**config.mk**
```make
export PLATFORM = sky130hd
export DESIGN_NAME = id_ex_operand_stage_flat
export DESIGN_NICKNAME = d
export VERILOG_FILES = /design/src/rtl/id_ex_operand_stage_if.sv /design/src/rtl/id_ex_operand_stage.sv /design/src/flat_wrapper.sv
export SDC_FILE = /design/constraint.sdc
export NUM_CORES = 1
export LEC_CHECK = 0
export CAP_MARGIN = 15
export CORE_MARGIN = 8
export CORE_UTILIZATION = 47
export DETAILED_ROUTE_END_ITERATION = 6
export GPL_TIMING_DRIVEN = 0
export PLACE_DENSITY = 0.82
export SLEW_MARGIN = 20
export SYNTH_ARGS = -nofsm -noshare
export SYNTH_HDL_FRONTEND = slang
export SYNTH_SLANG_ARGS = --single-unit
```
**constraint.sdc**
```tcl
create_clock -name CLK -period 2.3 [get_ports CLK]
set_clock_uncertainty 0.05 [all_clocks]
set_input_delay 0.575 -clock CLK [delete_from_list [all_inputs] [get_ports CLK]]
set_output_delay 0.575 -clock CLK [all_outputs]
set_load 0.05 [all_outputs]
```
**src/rtl/id_ex_operand_stage_if.sv**
```systemverilog
// ID/EX operand stage bus: decode offer, MEM/WB forwards, flush and the EX/ALU side.
// slave is the stage's view; master is the driver's view.
interface id_ex_operand_stage_if #(
  parameter int DATA_W      = 32,
  parameter int REG_AW      = 5,
  parameter int STALL_CNT_W = 16
);
  logic                   id_valid;
  logic                   id_ready;
  logic [3:0]             id_aluop;
  logic [REG_AW-1:0]      id_rs1;
  logic [REG_AW-1:0]      id_rs2;
  logic [DATA_W-1:0]      id_rs1_data;
  logic [DATA_W-1:0]      id_rs2_data;
  logic [DATA_W-1:0]      id_imm;
  logic                   id_use_imm;
  logic                   id_use_pc;
  logic [DATA_W-1:0]      id_pc;
  logic [REG_AW-1:0]      id_rd;
  logic                   id_regwrite;
  logic                   mem_fwd_valid;
  logic [REG_AW-1:0]      mem_fwd_rd;
  logic [DATA_W-1:0]      mem_fwd_data;
  logic                   wb_fwd_valid;
  logic [REG_AW-1:0]      wb_fwd_rd;
  logic [DATA_W-1:0]      wb_fwd_data;
  logic                   flush;
  logic                   ex_ready;
  logic                   ex_valid;
  logic [3:0]             aluop;
  logic [DATA_W-1:0]      porta;
  logic [DATA_W-1:0]      portb;
  logic [REG_AW-1:0]      ex_rd;
  logic                   ex_regwrite;
  logic [DATA_W-1:0]      ex_pc;
  logic [STALL_CNT_W-1:0] stall_cycles;

  modport slave (
    input  id_valid, id_aluop, id_rs1, id_rs2, id_rs1_data, id_rs2_data, id_imm,
           id_use_imm, id_use_pc, id_pc, id_rd, id_regwrite,
           mem_fwd_valid, mem_fwd_rd, mem_fwd_data, wb_fwd_valid, wb_fwd_rd, wb_fwd_data,
           flush, ex_ready,
    output id_ready, ex_valid, aluop, porta, portb, ex_rd, ex_regwrite, ex_pc, stall_cycles
  );

  modport master (
    output id_valid, id_aluop, id_rs1, id_rs2, id_rs1_data, id_rs2_data, id_imm,
           id_use_imm, id_use_pc, id_pc, id_rd, id_regwrite,
           mem_fwd_valid, mem_fwd_rd, mem_fwd_data, wb_fwd_valid, wb_fwd_rd, wb_fwd_data,
           flush, ex_ready,
    input  id_ready, ex_valid, aluop, porta, portb, ex_rd, ex_regwrite, ex_pc, stall_cycles
  );
endinterface

```
**src/rtl/id_ex_operand_stage.sv**
```systemverilog
// Registered ID/EX stage with MEM/WB operand forwarding; one cycle decode to ALU inputs.
// Backpressure: id_ready = ~flush & (~ex_valid | ex_ready); a held op keeps snooping forwards.
module id_ex_operand_stage #(
  parameter int DATA_W      = 32,
  parameter int REG_AW      = 5,
  parameter int STALL_CNT_W = 16
) (
  input  logic                  CLK,
  input  logic                  nRST,
  id_ex_operand_stage_if.slave  bus
);

  logic                   ex_valid_q;
  logic [3:0]             aluop_q;
  logic [REG_AW-1:0]      rs1_q;
  logic [REG_AW-1:0]      rs2_q;
  logic [DATA_W-1:0]      rs1_val_q;
  logic [DATA_W-1:0]      rs2_val_q;
  logic [DATA_W-1:0]      imm_q;
  logic [DATA_W-1:0]      pc_q;
  logic [REG_AW-1:0]      rd_q;
  logic                   regwrite_q;
  logic                   use_imm_q;
  logic                   use_pc_q;
  logic [STALL_CNT_W-1:0] stall_q;

  logic                   id_ready;
  logic                   capture;
  logic                   stalled;
  logic [DATA_W-1:0]      cap_rs1_val;
  logic [DATA_W-1:0]      cap_rs2_val;
  logic [DATA_W-1:0]      snoop_rs1_val;
  logic [DATA_W-1:0]      snoop_rs2_val;

  // x0 is hardwired; MEM is younger than WB so it wins.
  function automatic logic [DATA_W-1:0] resolve(
    input logic [REG_AW-1:0] idx,
    input logic [DATA_W-1:0] fallback,
    input logic              mem_v,
    input logic [REG_AW-1:0] mem_rd,
    input logic [DATA_W-1:0] mem_d,
    input logic              wb_v,
    input logic [REG_AW-1:0] wb_rd,
    input logic [DATA_W-1:0] wb_d
  );
    logic [DATA_W-1:0] r;
    if (idx == '0)                    r = '0;
    else if (mem_v && mem_rd == idx)  r = mem_d;
    else if (wb_v && wb_rd == idx)    r = wb_d;
    else                              r = fallback;
    return r;
  endfunction

  always_comb begin
    id_ready      = ~bus.flush & (~ex_valid_q | bus.ex_ready);
    capture       = bus.id_valid & id_ready;
    stalled       = ex_valid_q & ~bus.ex_ready & ~bus.flush;
    cap_rs1_val   = resolve(bus.id_rs1, bus.id_rs1_data, bus.mem_fwd_valid, bus.mem_fwd_rd,
                            bus.mem_fwd_data, bus.wb_fwd_valid, bus.wb_fwd_rd, bus.wb_fwd_data);
    cap_rs2_val   = resolve(bus.id_rs2, bus.id_rs2_data, bus.mem_fwd_valid, bus.mem_fwd_rd,
                            bus.mem_fwd_data, bus.wb_fwd_valid, bus.wb_fwd_rd, bus.wb_fwd_data);
    snoop_rs1_val = resolve(rs1_q, rs1_val_q, bus.mem_fwd_valid, bus.mem_fwd_rd,
                            bus.mem_fwd_data, bus.wb_fwd_valid, bus.wb_fwd_rd, bus.wb_fwd_data);
    snoop_rs2_val = resolve(rs2_q, rs2_val_q, bus.mem_fwd_valid, bus.mem_fwd_rd,
                            bus.mem_fwd_data, bus.wb_fwd_valid, bus.wb_fwd_rd, bus.wb_fwd_data);
  end

  always_ff @(posedge CLK or negedge nRST) begin
    if (!nRST) begin
      ex_valid_q <= 1'b0;
      aluop_q    <= '0;
      rs1_q      <= '0;
      rs2_q      <= '0;
      rs1_val_q  <= '0;
      rs2_val_q  <= '0;
      imm_q      <= '0;
      pc_q       <= '0;
      rd_q       <= '0;
      regwrite_q <= 1'b0;
      use_imm_q  <= 1'b0;
      use_pc_q   <= 1'b0;
      stall_q    <= '0;
    end else begin
      if (stalled && stall_q != '1)
        stall_q <= stall_q + {{(STALL_CNT_W-1){1'b0}}, 1'b1};

      if (bus.flush) begin
        ex_valid_q <= 1'b0;
      end else if (capture) begin
        ex_valid_q <= 1'b1;
        aluop_q    <= bus.id_aluop;
        rs1_q      <= bus.id_rs1;
        rs2_q      <= bus.id_rs2;
        rs1_val_q  <= cap_rs1_val;
        rs2_val_q  <= cap_rs2_val;
        imm_q      <= bus.id_imm;
        pc_q       <= bus.id_pc;
        rd_q       <= bus.id_rd;
        regwrite_q <= bus.id_regwrite;
        use_imm_q  <= bus.id_use_imm;
        use_pc_q   <= bus.id_use_pc;
      end else if (ex_valid_q && bus.ex_ready) begin
        ex_valid_q <= 1'b0;
      end else if (ex_valid_q) begin
        // Producers retiring while we wait must still reach the held operands.
        rs1_val_q  <= snoop_rs1_val;
        rs2_val_q  <= snoop_rs2_val;
      end
    end
  end

  assign bus.id_ready     = id_ready;
  assign bus.ex_valid     = ex_valid_q;
  assign bus.aluop        = aluop_q;
  assign bus.porta        = use_pc_q  ? pc_q  : rs1_val_q;
  assign bus.portb        = use_imm_q ? imm_q : rs2_val_q;
  assign bus.ex_rd        = ex_valid_q ? rd_q : '0;
  assign bus.ex_regwrite  = regwrite_q & ex_valid_q;
  assign bus.ex_pc        = pc_q;
  assign bus.stall_cycles = stall_q;

endmodule
```
**src/flat_wrapper.sv**
```systemverilog
// flat-port wrapper written by rule: the top's interface ports become plain ports
module id_ex_operand_stage_flat 
#(
  parameter int DATA_W      = 32,
  parameter int REG_AW      = 5,
  parameter int STALL_CNT_W = 16
)
  (CLK, nRST, bus_id_valid, bus_id_aluop, bus_id_rs1, bus_id_rs2, bus_id_rs1_data, bus_id_rs2_data, bus_id_imm, bus_id_use_imm, bus_id_use_pc, bus_id_pc, bus_id_rd, bus_id_regwrite, bus_mem_fwd_valid, bus_mem_fwd_rd, bus_mem_fwd_data, bus_wb_fwd_valid, bus_wb_fwd_rd, bus_wb_fwd_data, bus_flush, bus_ex_ready, bus_id_ready, bus_ex_valid, bus_aluop, bus_porta, bus_portb, bus_ex_rd, bus_ex_regwrite, bus_ex_pc, bus_stall_cycles);
  id_ex_operand_stage_if #(.DATA_W(DATA_W), .REG_AW(REG_AW), .STALL_CNT_W(STALL_CNT_W)) bus_i ();
  input  logic CLK;
  input  logic nRST;
  input wire logic [$bits(bus_i.id_valid)-1:0] bus_id_valid;
  input wire logic [$bits(bus_i.id_aluop)-1:0] bus_id_aluop;
  input wire logic [$bits(bus_i.id_rs1)-1:0] bus_id_rs1;
  input wire logic [$bits(bus_i.id_rs2)-1:0] bus_id_rs2;
  input wire logic [$bits(bus_i.id_rs1_data)-1:0] bus_id_rs1_data;
  input wire logic [$bits(bus_i.id_rs2_data)-1:0] bus_id_rs2_data;
  input wire logic [$bits(bus_i.id_imm)-1:0] bus_id_imm;
  input wire logic [$bits(bus_i.id_use_imm)-1:0] bus_id_use_imm;
  input wire logic [$bits(bus_i.id_use_pc)-1:0] bus_id_use_pc;
  input wire logic [$bits(bus_i.id_pc)-1:0] bus_id_pc;
  input wire logic [$bits(bus_i.id_rd)-1:0] bus_id_rd;
  input wire logic [$bits(bus_i.id_regwrite)-1:0] bus_id_regwrite;
  input wire logic [$bits(bus_i.mem_fwd_valid)-1:0] bus_mem_fwd_valid;
  input wire logic [$bits(bus_i.mem_fwd_rd)-1:0] bus_mem_fwd_rd;
  input wire logic [$bits(bus_i.mem_fwd_data)-1:0] bus_mem_fwd_data;
  input wire logic [$bits(bus_i.wb_fwd_valid)-1:0] bus_wb_fwd_valid;
  input wire logic [$bits(bus_i.wb_fwd_rd)-1:0] bus_wb_fwd_rd;
  input wire logic [$bits(bus_i.wb_fwd_data)-1:0] bus_wb_fwd_data;
  input wire logic [$bits(bus_i.flush)-1:0] bus_flush;
  input wire logic [$bits(bus_i.ex_ready)-1:0] bus_ex_ready;
  output wire logic [$bits(bus_i.id_ready)-1:0] bus_id_ready;
  output wire logic [$bits(bus_i.ex_valid)-1:0] bus_ex_valid;
  output wire logic [$bits(bus_i.aluop)-1:0] bus_aluop;
  output wire logic [$bits(bus_i.porta)-1:0] bus_porta;
  output wire logic [$bits(bus_i.portb)-1:0] bus_portb;
  output wire logic [$bits(bus_i.ex_rd)-1:0] bus_ex_rd;
  output wire logic [$bits(bus_i.ex_regwrite)-1:0] bus_ex_regwrite;
  output wire logic [$bits(bus_i.ex_pc)-1:0] bus_ex_pc;
  output wire logic [$bits(bus_i.stall_cycles)-1:0] bus_stall_cycles;
  assign bus_i.id_valid = bus_id_valid;
  assign bus_i.id_aluop = bus_id_aluop;
  assign bus_i.id_rs1 = bus_id_rs1;
  assign bus_i.id_rs2 = bus_id_rs2;
  assign bus_i.id_rs1_data = bus_id_rs1_data;
  assign bus_i.id_rs2_data = bus_id_rs2_data;
  assign bus_i.id_imm = bus_id_imm;
  assign bus_i.id_use_imm = bus_id_use_imm;
  assign bus_i.id_use_pc = bus_id_use_pc;
  assign bus_i.id_pc = bus_id_pc;
  assign bus_i.id_rd = bus_id_rd;
  assign bus_i.id_regwrite = bus_id_regwrite;
  assign bus_i.mem_fwd_valid = bus_mem_fwd_valid;
  assign bus_i.mem_fwd_rd = bus_mem_fwd_rd;
  assign bus_i.mem_fwd_data = bus_mem_fwd_data;
  assign bus_i.wb_fwd_valid = bus_wb_fwd_valid;
  assign bus_i.wb_fwd_rd = bus_wb_fwd_rd;
  assign bus_i.wb_fwd_data = bus_wb_fwd_data;
  assign bus_i.flush = bus_flush;
  assign bus_i.ex_ready = bus_ex_ready;
  assign bus_id_ready = bus_i.id_ready;
  assign bus_ex_valid = bus_i.ex_valid;
  assign bus_aluop = bus_i.aluop;
  assign bus_porta = bus_i.porta;
  assign bus_portb = bus_i.portb;
  assign bus_ex_rd = bus_i.ex_rd;
  assign bus_ex_regwrite = bus_i.ex_regwrite;
  assign bus_ex_pc = bus_i.ex_pc;
  assign bus_stall_cycles = bus_i.stall_cycles;
  id_ex_operand_stage #(.DATA_W(DATA_W), .REG_AW(REG_AW), .STALL_CNT_W(STALL_CNT_W)) u_core (.CLK(CLK), .nRST(nRST), .bus(bus_i));
endmodule
```
==> Word-level counts from Yosys, hierarchy flattened <==
Cells that the tools add are included.
{ "classes": {"n_addsub": 1, "eq_ne": 10, "mux": 24, "bitwise": 9, "n_reduce_logical": 21} }
{ "op_table": {"columns": ["op", "n"], "rows": [
  ["2-to-1 mux 32 bit", 20],
  ["equality test 5 bit", 8],
  ["logical NOT 5 bit", 4],
  ["adder 16 x 1 -> 16 bit, second input constant", 1],
  ["inequality test 16 bit, second input constant", 1],
  ["logical AND 1 bit", 10],
  ["AND reduction 4 bit", 2],
  ["nonzero test 4 bit", 2],
  ["AND 1 bit", 5],
  ["2-to-1 mux 5 bit", 1],
  ["2-to-1 mux 1 bit", 3],
  ["inverter 1 bit", 3],
  ["nonzero test 3 bit", 1],
  ["inequality test 2 x 1 -> 1 bit, second input constant", 1],
  ["AND reduction 2 bit", 1],
  ["nonzero test 2 bit", 1],
  ["OR 1 bit", 1]
]} }
{ "totals": {"register_bits": 167, "out_inout_bits": 124, "wordCells": 78} }

==> Longest topological paths before layout <==
{ "depth": {"depth_word": 8, "ltp_mapped": 8, "mapped_depth_nobuf": 6} }

==> Least setup slack after synthesis <==
Ideal clock, no wire load.
{ "synth_path": {"kind": "reg2out", "from": "register u_core.use_pc_q", "to": "output port bus_porta[30]", "arrival_ps": 1839, "t_required_ps": 1675, "slack_ps": -164, "path_stages_with_launch": 4, "path_cell_list": "dfrtp_1 > clkbuf_1 > clkbuf_1 > o21ai_0"} }
{ "synth_between": {"elab_chain_cells": 1} }
{ "synth_rtl": {"columns": ["item", "line_no", "rtl"], "rows": [
  ["start: declaration", "id_ex_operand_stage.sv:24", "logic use_pc_q;"],
  ["start signal: assignment", "id_ex_operand_stage.sv:101", "use_pc_q <= bus.id_use_pc;"],
  ["2-to-1 mux 32 bit", "id_ex_operand_stage.sv:115", "assign bus.porta = use_pc_q ? pc_q : rs1_val_q;"],
  ["end: declaration", "flat_wrapper.sv:35", "output wire logic [$bits(bus_i.porta)-1:0] bus_porta;"]
]} }
Every way passes these cells.

==> Worst setup path after layout <==
{ "layout_path": {"from": "register u_core.use_imm_q", "to": "output port bus_portb[16]"} }
{ "layout_between": {"elab_chain_cells": 1} }
{ "layout_rtl": {"columns": ["item", "line_no", "rtl"], "rows": [
  ["start: declaration", "id_ex_operand_stage.sv:23", "logic use_imm_q;"],
  ["start signal: assignment", "id_ex_operand_stage.sv:100", "use_imm_q <= bus.id_use_imm;"],
  ["2-to-1 mux 32 bit", "id_ex_operand_stage.sv:116", "assign bus.portb = use_imm_q ? imm_q : rs2_val_q;"],
  ["end: declaration", "flat_wrapper.sv:36", "output wire logic [$bits(bus_i.portb)-1:0] bus_portb;"]
]} }
Every way passes these cells.

==> flow_summary.toml <==
[status]
status = "complete, but fails checks"
violations = "DRC, setup timing"

[worst_setup_path]
critPathKind = "reg -> out"
crit_path_start = "u_core.use_imm_q"
required_ns = 1.67
cp_max_fo = 10
cp.arrival_ns = 1.69
critPathBufInv = 3
slowest_delay_ns = 0.40
critPathCaptureType = "primary output"
cpLargestDelayFamily = "buffers and inverters"
crit_top_cell = "clkbuf_8"
path_cells = "clkbuf_8 -> clkbuf_8 -> o21ai_0 -> buf_4"
cp-start-kind = "flop"
cp_slowest_cell = "dfrtp_1"
crit-reg2reg-launch = "u_core.bus.ex_valid"

[logic_synthesis]
syn_area_per_cell_um2 = 9.42
synth-edff-count = 0
synthCells = 1152
yosys.cell_types.count = 38
synth_area_leader_cell = "dfrtp_1"
ys_ff_latch = 167
netlist_area_um2 = 10900
ys_async_sr_fraction_pct = 100
synth_area_leaders = "dfrtp_1 (38%), mux2_2 (9.0%), a32oi_1 (5.2%)"
syn_nets = 1384
synthFlopType = "dfrtp_1"
yosysSeqAreaShare_pct = 38.5
ys_warn_count = 0
yosysTopAreaCellShare_pct = 38.5

[clock_network]
path_clk_slew_ns = 0.08
clockBufferDepth = 2
h-tree-depth = 4
clkLatencyLatePin_ns = 0.44
cts-root-buf = "clkbuf_16"
cts_tree = "done"
cts_hold_buf = 0
cts_buffers = 17
cts_sinks = 167

[timing]
slew_viol_final = 0
max_clock_freq_ghz = 0.432
finalCriticalPeriod_ns = 2.31
hold_slack_ns = 0.0127
post-route-period-util_pct = 101
slew_headroom_pct = 54.5
setup_viol = 1
max_slew.worst_pin.slew_ns = 0.679
setup_slack_ns = -0.0149
rsz0062_at_grt = "true"
final_hold_viol_count = 0

[placed_design]
io_buffers = 353
gp_congestion = 0.946
dp_hpwl_um = 34300
dpl_cell_area_um2 = 14800

[route]
wirelength_um = 46400
dr.pass1.iters = 7
post_drt_wl_per_cell_um = 25.3
vias_per_cell = 6.38
vias = 11705
drtIter0Drc = 1345
antenna_left = 0
drcViolationCount = 1

[die]
io_pins = 355
dieArea_um2 = 28200
core-area_um2 = 22600
start_util_pct = 47.9
die_x_um = 168
dieHeight_um = 168
fp-row-count = 55

[power]
ir_drop_uv = 567
p_leak_nw = 6.87
powerDensity_nw_per_um2 = 826

[grt]
gr-total-overflow = 0
grt_pass1_vias = 12008
antenna_found_initial = 5
grt_pass1_wl_um = 70600
grt_max_degree = 93
grtUsageTotal_pct = 31.7

[finish]
mostFrequentLayoutCells = "clkdlybuf4s50_1 (227), dfrtp_1 (166), mux2_2 (87)"
final_cell_area_um2 = 15700
synthToLayoutAreaGrowth_pct = 44.4
mostFrequentLayoutCell = "clkdlybuf4s50_1"
drive_gt1_share_pct = 21.2
nets = 1765

[worst_hold_path]
min_path_type = "in -> async"

[job]
cap_violations = 0
## cells by family after synthesis
family | share of synthesized area, %
AO/OA/AOI/OAI | 26.4
adder cells (fa/ha/maj) | 0.115
buffers and inverters | 7.12
XOR/XNOR | 4.36
AND/OR/NAND/NOR | 14.4
flip-flops | 38.5
multiplexers | 9.12
## cell type report
cell class / instances / area [µm²]
Inverter: 66 / 248
Fill cell: 1757 / 6960
Clock inverter: 15 / 180
Tap cell: 285 / 357
Buffer: 119 / 748
Sequential cell: 167 / 4180
Antenna cell: 3 / 7.51
Multi-Input combinational cell: 794 / 5990
Timing Repair Buffer: 368 / 3540
Clock buffer: 17 / 425
## synth_stat cells, types with 12 or more instances
master	instances
dfrtp_1	167
mux2_2	87
and3_1	71
clkbuf_1	71
nand2_1	70
inv_1	66
a31oi_1	65
a21boi_0	64
a32oi_1	64
nand3b_1	64
o211ai_1	64
o21ai_0	64
o311ai_1	64
buf_2	42
xor2_1	34
xnor2_1	20
and2_1	12
## state kept, by name, indices dropped and copies added, names as in the netlist, 4 cells and up
name / flops
u_core.bus.ex_pc: 32
u_core.imm_q: 32
u_core.rs1_val_q: 32
u_core.rs2_val_q: 32
u_core.bus.stall_cycles: 16
u_core.rd_q: 5
u_core.rs1_q: 5
u_core.rs2_q: 5
u_core.bus.aluop: 4
## repair_timing
| action | 4_1_cts | 5_1_grt |
|---|---|---|
| endpoints found under the setup margin | 219 | 143 |
| hold endpoints to repair | 0 | 0 |
| pin swaps | 10 | 18 |
| gates resized for setup | 553 | 141 |
| buffers inserted | 14 | 0 |
## final timing paths
| path | to | slack, ns | depth (start not counted) |
|---|---|---|---|
| setup / recovery | bus_portb[16] | -0.01 | 4 |
| hold / removal | u_core.bus.ex_pc[25] | 0.01 | 1 |
| setup reg to reg | u_core.imm_q[1] | 0.10 | 6 |
| hold reg to reg | u_core.regwrite_q | 0.46 | 1 |
| max in group asynchronous | u_core.rs2_val_q[3] | 1.27 | 2 |
| min in group CLK | u_core.regwrite_q | 0.46 | 1 |
## report_power, final
part	internal, W	switching [W]	total, W
logic	0.00204	0.00391	0.00595
clock network	0.00148	0.00150	0.00298
registers	0.00365	0.000361	0.00402
## routing by layer
metal	vias to the layer above	track usage, %	routed length [µm]	part of all wire, %
li1	5142	-	-	-
met1	5664	40.4	18600	40
met2	766	51.3	21600	46
met3	127	7.62	4600	9.9
met4	6	12.5	1670	3.6
met5	-	0	29	0.062
## per-stage QoR
stage | TNS [ns] | util (%) | std cells | worst slack [ns] | total power (W)
floorplan | -4.29 | - | 1152 | -0.153 | 0.00766
global placement | -1244.99 | 65.1 | 1790 | -6.64 | 0.00989
detailed placement | -141.62 | 65.3 | 1791 | -0.973 | 0.00999
CTS | -0.00217 | 68.2 | 1832 | -0.00217 | 0.0128
global route | -0.0383 | 69.2 | 1833 | -0.0203 | 0.0135
finish | -0.0149 | 69.2 | 1834 | -0.0149 | 0.0129
No activity file was read; power rests on OpenSTA's default activity.
